==> src/rtl/vga_sync_gen.sv <==
// VGA timing generator: pixel-tick divider, horizontal/vertical counters,
// registered sync/blanking outputs aligned with x/y, and a once-per-frame pulse.
module vga_sync_gen #(
  parameter int unsigned SCREEN_WIDTH = 10,
  parameter int unsigned CLK_DIV      = 4,
  parameter int unsigned H_DISPLAY    = 640,
  parameter int unsigned H_FRONT      = 16,
  parameter int unsigned H_SYNC       = 96,
  parameter int unsigned H_BACK       = 48,
  parameter int unsigned V_DISPLAY    = 480,
  parameter int unsigned V_FRONT      = 10,
  parameter int unsigned V_SYNC       = 2,
  parameter int unsigned V_BACK       = 33,
  parameter bit          SYNC_ACTIVE  = 1'b0
) (
  input  logic                    sys_clk,
  input  logic                    sys_rst_n,
  output logic                    p_tick,
  output logic [SCREEN_WIDTH-1:0] x,
  output logic [SCREEN_WIDTH-1:0] y,
  output logic                    video_on,
  output logic                    hsync,
  output logic                    vsync,
  output logic                    frame_end
);

  localparam int unsigned W       = SCREEN_WIDTH;
  localparam int unsigned H_TOTAL = H_DISPLAY + H_FRONT + H_SYNC + H_BACK;
  localparam int unsigned V_TOTAL = V_DISPLAY + V_FRONT + V_SYNC + V_BACK;
  localparam int unsigned DIV_W   = (CLK_DIV > 1) ? $clog2(CLK_DIV) : 1;

  localparam logic [DIV_W-1:0] DIV_LAST = DIV_W'(CLK_DIV - 1);
  localparam logic [W-1:0]     H_LAST   = W'(H_TOTAL - 1);
  localparam logic [W-1:0]     V_LAST   = W'(V_TOTAL - 1);
  localparam logic [W-1:0]     H_VIS    = W'(H_DISPLAY);
  localparam logic [W-1:0]     V_VIS    = W'(V_DISPLAY);
  localparam logic [W-1:0]     HS_FIRST = W'(H_DISPLAY + H_FRONT);
  localparam logic [W-1:0]     HS_LAST  = W'(H_DISPLAY + H_FRONT + H_SYNC - 1);
  localparam logic [W-1:0]     VS_FIRST = W'(V_DISPLAY + V_FRONT);
  localparam logic [W-1:0]     VS_LAST  = W'(V_DISPLAY + V_FRONT + V_SYNC - 1);

  // Reject parameter sets the counters cannot represent.
  generate
    if (CLK_DIV < 1 || CLK_DIV > 16) begin : g_bad_div
      $error("vga_sync_gen: CLK_DIV must be in 1..16");
    end
    if (((H_TOTAL - 1) >> W) != 0 || ((V_TOTAL - 1) >> W) != 0) begin : g_bad_width
      $error("vga_sync_gen: H_TOTAL-1/V_TOTAL-1 exceed SCREEN_WIDTH bits");
    end
  endgenerate

  logic [DIV_W-1:0] div_cnt, div_nxt;
  logic [W-1:0]     h_cnt, h_nxt;
  logic [W-1:0]     v_cnt, v_nxt;
  logic             tick_nxt, fe_nxt, von_nxt, hs_nxt, vs_nxt;

  // Next-state: the registered p_tick is the pixel enable for counters and outputs.
  always_comb begin
    div_nxt  = div_cnt + DIV_W'(1);
    h_nxt    = h_cnt;
    v_nxt    = v_cnt;
    von_nxt  = video_on;
    hs_nxt   = hsync;
    vs_nxt   = vsync;
    if (div_cnt == DIV_LAST) begin
      div_nxt = '0;
    end
    if (p_tick) begin
      if (h_cnt == H_LAST) begin
        h_nxt = '0;
        v_nxt = (v_cnt == V_LAST) ? '0 : v_cnt + W'(1);
      end else begin
        h_nxt = h_cnt + W'(1);
      end
    end
    tick_nxt = (div_nxt == DIV_LAST);
    fe_nxt   = tick_nxt && (h_nxt == H_LAST) && (v_nxt == V_LAST);
    if (p_tick) begin
      von_nxt = (h_nxt < H_VIS) && (v_nxt < V_VIS);
      hs_nxt  = ((h_nxt >= HS_FIRST) && (h_nxt <= HS_LAST)) ? SYNC_ACTIVE : ~SYNC_ACTIVE;
      vs_nxt  = ((v_nxt >= VS_FIRST) && (v_nxt <= VS_LAST)) ? SYNC_ACTIVE : ~SYNC_ACTIVE;
    end
  end

  always_ff @(posedge sys_clk or negedge sys_rst_n) begin
    if (!sys_rst_n) begin
      div_cnt   <= '0;
      h_cnt     <= '0;
      v_cnt     <= '0;
      p_tick    <= 1'b0;
      frame_end <= 1'b0;
      video_on  <= 1'b0;
      hsync     <= ~SYNC_ACTIVE;
      vsync     <= ~SYNC_ACTIVE;
    end else begin
      div_cnt   <= div_nxt;
      h_cnt     <= h_nxt;
      v_cnt     <= v_nxt;
      p_tick    <= tick_nxt;
      frame_end <= fe_nxt;
      video_on  <= von_nxt;
      hsync     <= hs_nxt;
      vsync     <= vs_nxt;
    end
  end

  assign x = h_cnt;
  assign y = v_cnt;

endmodule

==> config.mk <==
export PLATFORM = sky130hd
export DESIGN_NAME = vga_sync_gen
export DESIGN_NICKNAME = d
export VERILOG_FILES = /design/src/rtl/vga_sync_gen.sv
export SDC_FILE = /design/constraint.sdc
export NUM_CORES = 1
export LEC_CHECK = 0
export BUFFER_PORTS_ARGS = -buffer_cell sky130_fd_sc_hd__buf_2
export CORE_UTILIZATION = 56
export DETAILED_ROUTE_END_ITERATION = 8
export GPL_TIMING_DRIVEN = 0
export MAX_ROUTING_LAYER = met4
export PLACE_DENSITY_LB_ADDON = 0.3
export SYNTH_ARGS = -nofsm -noshare
export SYNTH_HDL_FRONTEND = slang
export SYNTH_SLANG_ARGS = --single-unit
export TNS_END_PERCENT = 30
==> constraint.sdc <==
create_clock -name sys_clk -period 2.4 [get_ports sys_clk]
set_input_delay 0 -clock sys_clk [delete_from_list [all_inputs] [get_ports sys_clk]]
set_output_delay 0 -clock sys_clk [all_outputs]
set_load 0.01 [all_outputs]
==> results of run 1 <==
[cell usage in the layout (no fill, tap or decap), types with 3 or more instances in the layout]
cell type / netlist / routed
inv_1: 12 / 12
nand4_1: 9 / 9
and3_1: 4 / 4
or3_1: 4 / 3
nor3_1: 5 / 5
buf_2: 3 / 28
o31a_1: 3 / 3
nor2_1: 10 / 10
nand3b_1: 4 / 4
ha_1: 5 / 5
clkbuf_4: 0 / 4
xnor2_1: 8 / 8
nand2_1: 13 / 13
clkbuf_1: 4 / 5
a21oi_1: 8 / 7
dfrtp_1: 25 / 25
nor4_1: 3 / 3
o31ai_1: 3 / 3
nand3_1: 12 / 11
o21ai_0: 14 / 14
[area by class of cell]
type / count / share of cell area
plain buffers: 9 / 0.0286
inverters: 12 / 0.0234
multi-input cells: 138 / 0.489
clock buffers: 4 / 0.0136
well taps: 31 / 0.0201
flip-flops and latches: 27 / 0.352
repair buffers: 27 / 0.0728
[repair_timing]
action,4_1_cts,5_1_grt
gates resized for setup,2,3
hold buffers,1,0
endpoints found under the hold margin,25,0
endpoints found under the setup margin,1,3
[logic make-up (layout without fill, tap and decap cells)]
kind of cell,Yosys count,in the layout,share of synthesized area
and+or+nand+nor,81,81,0.294
AOI/OAI and AO/OA,43,43,0.166
DFF,27,27,0.399
buffers and inverters,21,52,0.0575
xor gates and xnor gates,9,9,0.0464
adders and majority gates,5,5,0.0368
[per-stage QoR]
| stage | setup slack [ns] | cells | setup TNS (ns) | util | instance area, µm² |
|---|---|---|---|---|---|
| global placement | 0.0529 | 243 | 0 | 0.665 | 1870 |
| floorplan | 0.252 | 186 | 0 | - | 1700 |
| finish | 0.0906 | 248 | 0 | 0.686 | 1930 |
| global route | -0.0884 | 248 | -0.0937 | 0.686 | 1930 |
| CTS | -0.00414 | 248 | -0.00414 | 0.682 | 1910 |
| detailed placement | 0.00862 | 243 | 0 | 0.665 | 1870 |
[metal layers]
metal	wire length, µm	track usage	vias to the layer above
li1	-	-	755
met1	1740	0.335	760
met4	87	0.139	0
met2	2090	0.450	57
met5	0	-	-
met3	180	0.0295	10
[critical path, delay by kind of cell, from the launching register on]
| kind | cells | cell delay [ns] |
|---|---|---|
| buf+inv | 1 | 0.27 |
| compound gates | 2 | 0.57 |
| xor+xnor | 1 | 0.16 |
| fa+ha+maj | 1 | 0.24 |
| simple gates | 3 | 0.59 |
| flops | 1 | 0.43 |
[sequential cells by signal, summed over array words and instances, names as in the netlist]
signal	count
div_cnt	2
frame_end	1
hsync	1
p_tick	1
video_on	1
vsync	1
x	10
y	10
[synth_stat cells (all sizes together) (5+ instances only)]
cell,number
nor2,11
o21ai,15
a21oi,8
inv,12
nand3,12
xnor2,8
ha,5
nand2,13
buf,5
dfrtp,25
nor3,7
nand4,9
[where the power goes]
| group | internal (mW) | switching, mW | total (mW) |
|---|---|---|---|
| logic | 0.00164 | 0.00870 | 0.0103 |
| clock network | 0.0650 | 0.132 | 0.197 |
| registers | 0.455 | 0 | 0.455 |
[worst max-delay path by stage]
stage / from / end
after detailed placement: x[1] / vsync
after global placement: x[1] / vsync
after floorplan: x[6] / vsync
after global routing: x[0] / vsync
after CTS: x[1] / vsync
final: x[0] / vsync
==> metrics.yaml, run 1 <==
outcome:
  status: "finished, violations left"
  violations: "DRC"
clock_network:
  post_cts_buffers: 0
  clkTransAtPathRegs_ns: 0.15
  clk_latency_ns: 0.32
  cts.sinks: 27
  clk_path_buf_depth: 2
  cts_tree: "yes"
  htree_levels: 1
  cts-buffers-inserted: 3
  cts-root-buf: "clkbuf_4"
detailed_routing:
  firstDrtPassIters: 6
  drt_iter0_markers: 90
  drc: 5
  drt_wl_total_um: 4090
  ant_nets: 0
  via_count: 1582
  wl_per_cell_um: 16.5
  via_per_inst: 6.38
die:
  start_util: 0.605
  die_area_um2: 3260
  rows: 19
  num_io_pins: 27
  coreArea_um2: 2810
  die_h_um: 57.1
  fp.dieW_um: 57.1
synthesis:
  ys_dominant_reg_cell: "dfrtp_1"
  ys_top_cells_by_area: "dfrtp_1 37%, o21ai_0 4.1%, xnor2_1 4.1%"
  synthCells: 186
  yosys_warnings: 0
  synth_seq_cells: 27
  netlist_area_um2: 1700
  postSynthAreaPerCell_um2: 9.13
  yosysTopAreaCellShare: 0.368
  synth_edf_count: 0
  async_reset_ff_frac: 1.00
  synthesis.nets: 193
  yosysSeqAreaShare: 0.399
  yosys.area.top_type: "dfrtp_1"
  synth_cell_type_count: 50
layout:
  num-fill-cells: 231
  area_growth_pct: 13.4
  multiInputGateArea_um2: 942
  diodes: 0
  layout.area.seq_um2: 678
  fin_nets: 225
  drive_gt1_frac: 0.212
critical_path:
  critPathLaunchType: "register"
  r2r_slack_ns: 0.09
  end_kind: "register"
  max_stage_delay_ns: 0.43
  reg2reg_from: "x[0]"
  rr_worst_depth: 8
  cp_slowest_cell: "dfrtp_1"
  path_class: "register to register"
  critical_path.cell_chain: "ha_1, nand3_2, nor3_4, clkbuf_4, nand3_1, xnor2_1, o311ai_1, o32a_1"
  r2r-end: "vsync"
  crit_fanout: 10
  worstPathArrival_ns: 2.57
  cp.required_ns: 2.66
timing:
  fin_crit_sh: 0.962
  max_freq_ghz: 0.433
  slew_headroom: 0.600
  rsz0062_at_grt: "yes"
  max_slew.worst_pin.slew_ns: 0.601
  setup_violations: 0
  finalClockSkew_ns: 0.0115
  hold_slack_ns: 0.209
  hold_violations: 0
  maxSlewViolCount: 0
  fin_crit_ns: 2.31
worst_hold_path:
  hold_path_class: "input port to asynchronous set/reset pin"
placement:
  io_buffers: 26
  routabilityCongestion: 0.877
  dp_hpwl_um: 2960
power:
  ir_worst_vdd_mv: 0.221
  total_power_uw: 662
  p_leak_nw: 0.817
  power_density_nw_per_um2: 344
global_routing:
  grt_usage: 0.274
  grt_overflow: 0
  grt_pass1_wl_um: 6710
  antenna_found_initial: 0
  grt_pass1_vias: 1516
  grt_max_degree: 28
flow_run:
  maxCapViolations: 0
Note: power is estimated with default switching activity, not from simulation.
==> run 2: changes to the inputs <==
Settings changed: CORE_UTILIZATION 56 to 60.
Clock period 2.4 ns to 2.68 ns, I/O delays scaled along.
==> run 2 against run 1 <==
The flow now finishes without violations; first-iteration DRC count fell by 53%; utilization rose by 5.4 points; final area decreased by 1.2%; via count is 2.3% lower; critical path depth is the same; worst hold slack better by 0.012 ns; fmax fell by 5.6%; register-to-register slack better by 0.14 ns; setup slack improved by 0.14 ns; count of clock-buffer cells in the layout stayed put; cell count shrank 0.40%; global-route usage up 1.5 points; critical path type unchanged; largest cell class unchanged.
==> metrics.yaml, run 2 (same netlist as run 1, synthesis figures left out) <==
die:
  fp.dieW_um: 55.2  # -3.3%
  die_area_um2: 3050  # -6.4%
  coreArea_um2: 2570  # -8.5%
  num_io_pins: 27  # unchanged
  die_h_um: 55.2  # -3.3%
  start_util: 0.661  # +0.0560
  rows: 18  # -1
clock_network:
  cts-buffers-inserted: 3  # unchanged
  clk_latency_ns: 0.32  # about the same
  htree_levels: 1  # unchanged
  clk_path_buf_depth: 2  # unchanged
  clkTransAtPathRegs_ns: 0.14  # about the same
  cts-root-buf: "clkbuf_4"
  post_cts_buffers: 0  # unchanged
  cts_tree: "yes"
  cts.sinks: 27  # unchanged
timing:
  slew_headroom: 0.592  # -0.00759
  setup_violations: 0  # unchanged
  maxSlewViolCount: 0  # unchanged
  max_freq_ghz: 0.409  # -5.6%
  fin_crit_sh: 0.913  # -0.0497
  rsz0062_at_grt: "no"
  max_slew.worst_pin.slew_ns: 0.612  # +0.0114 ns
  fin_tns_setup_ns: 0  # unchanged
  hold_violations: 0  # unchanged
  fin_ws_ns: 0.234  # +0.144 ns
  finalClockSkew_ns: 0.0113  # -0.000214 ns
  fin_crit_ns: 2.45  # +0.136 ns
critical_path:
  max_stage_delay_ns: 0.43  # about the same
  path_class: "register to register"
  worstPathArrival_ns: 2.71  # +0.14 ns
  cp_slowest_cell: "dfrtp_1"
  cp.required_ns: 2.95  # +0.29 ns
  crit_fanout: 10  # unchanged
  critPathLaunchType: "register"
  rr_worst_depth: 8  # unchanged
  critical_path.cell_chain: "ha_1, nand3_1, nor3_2, buf_2, nand3_1, xnor2_1, o311ai_1, o32a_1"
  end_kind: "register"
  crit_top_cell: "nand3_1"
layout:
  num-fill-cells: 190  # -18%
  drive_gt1_frac: 0.198  # -0.0138
  multiInputGateArea_um2: 922  # -2.1%
  layout.area.seq_um2: 678  # unchanged
  fin_nets: 225  # unchanged
  final_common_cell: "buf_2"
  layout_common_cells: "29 x buf_2, 25 x dfrtp_1, 14 x o21ai_0"
  finalCoreUtilization: 0.741  # +0.0543
  diodes: 0  # unchanged
  area_growth_pct: 12.0
global_routing:
  antenna_found_initial: 0  # unchanged
  grt_overflow: 0  # unchanged
  grt_pass1_wl_um: 5910  # -12%
  grt_max_degree: 28  # unchanged
  grt_pass1_vias: 1303  # -14%
  grt_usage: 0.288  # +0.0147
power:
  ir_worst_vdd_mv: 0.390  # +77%
  power_density_nw_per_um2: 311  # -9.7%
  p_leak_nw: 0.798  # -2.3%
  total_power_uw: 591  # -11%
flow_run:
  maxCapViolations: 0  # unchanged
detailed_routing:
  wl_per_cell_um: 15.6  # -5.6%
  via_count: 1545  # -2.3%
  drc: 0  # -5
  drt_iter0_markers: 42  # -53%
  ant_nets: 0  # unchanged
  firstDrtPassIters: 4  # -2
  via_per_inst: 6.26  # -1.9%
  drt_wl_total_um: 3850  # -6.0%
placement:
  dp_slack_ns: 0.293  # +0.284 ns
  routabilityCongestion: 0.852  # -2.9%
  io_buffers: 26  # unchanged
  dp_hpwl_um: 2780  # -5.8%
worst_hold_path:
  hold_path_class: "input port to asynchronous set/reset pin"
outcome:
  status: "finished, final reports clean"
## run 2: final cells by class
cell class / count / share of cell area
Multi-Input combinational cell: 138 / 0.485
Sequential cell: 27 / 0.357
Timing Repair Buffer: 27 / 0.0737
Buffer: 9 / 0.0276
Inverter: 12 / 0.0237
Tap cell: 30 / 0.0197
Clock buffer: 4 / 0.0138
## run 2: final timing paths
check	from	slack, ns	to
max in group asynchronous	sys_rst_n	2.06	div_cnt[0]
min reg2reg	div_cnt[0]	0.46	div_cnt[0]
min	sys_rst_n	0.22	y[2]
max reg2reg	x[0]	0.23	vsync
max	x[0]	0.23	vsync
min in group sys_clk	div_cnt[0]	0.46	div_cnt[0]
## run 2: repair_timing
| action | in CTS | in global routing |
|---|---|---|
| endpoints found under the hold margin | 25 | 0 |
| setup endpoints to repair | 0 | 0 |
| gates resized for setup | 0 | 0 |
| hold buffers | 1 | 0 |
## run 2: critical path, delay by kind of cell, from the launching register on
family	cells	cell delay, ns
buf+inv	1	0.28
simple gates	3	0.71
compound gates	2	0.58
flops	1	0.43
fa+ha+maj	1	0.23
xor+xnor	1	0.16
## run 2: metal layers
metal	global-route usage	vias up	routed length, µm
li1	-	755	-
met1	0.344	735	1770
met2	0.506	47	1890
met3	0.0355	8	125
met4	0.0875	0	65
met5	-	-	0
## run 2: through the flow
step | hold slack [ns] | std cells | area [µm²]
final | 0.221 | 247 | 1900
after global routing | 0.283 | 247 | 1900
after CTS | 0.222 | 247 | 1900
after detailed placement | 0.0530 | 242 | 1870
after global placement | 0.0283 | 242 | 1870
after floorplan | -0.296 | 186 | 1700
## run 2: where the power goes
group / internal [mW] / switching, mW
registers: 0.408 / 0
logic: 0.00147 / 0.00797
clock network: 0.0583 / 0.115
total: 0.467 / 0.123
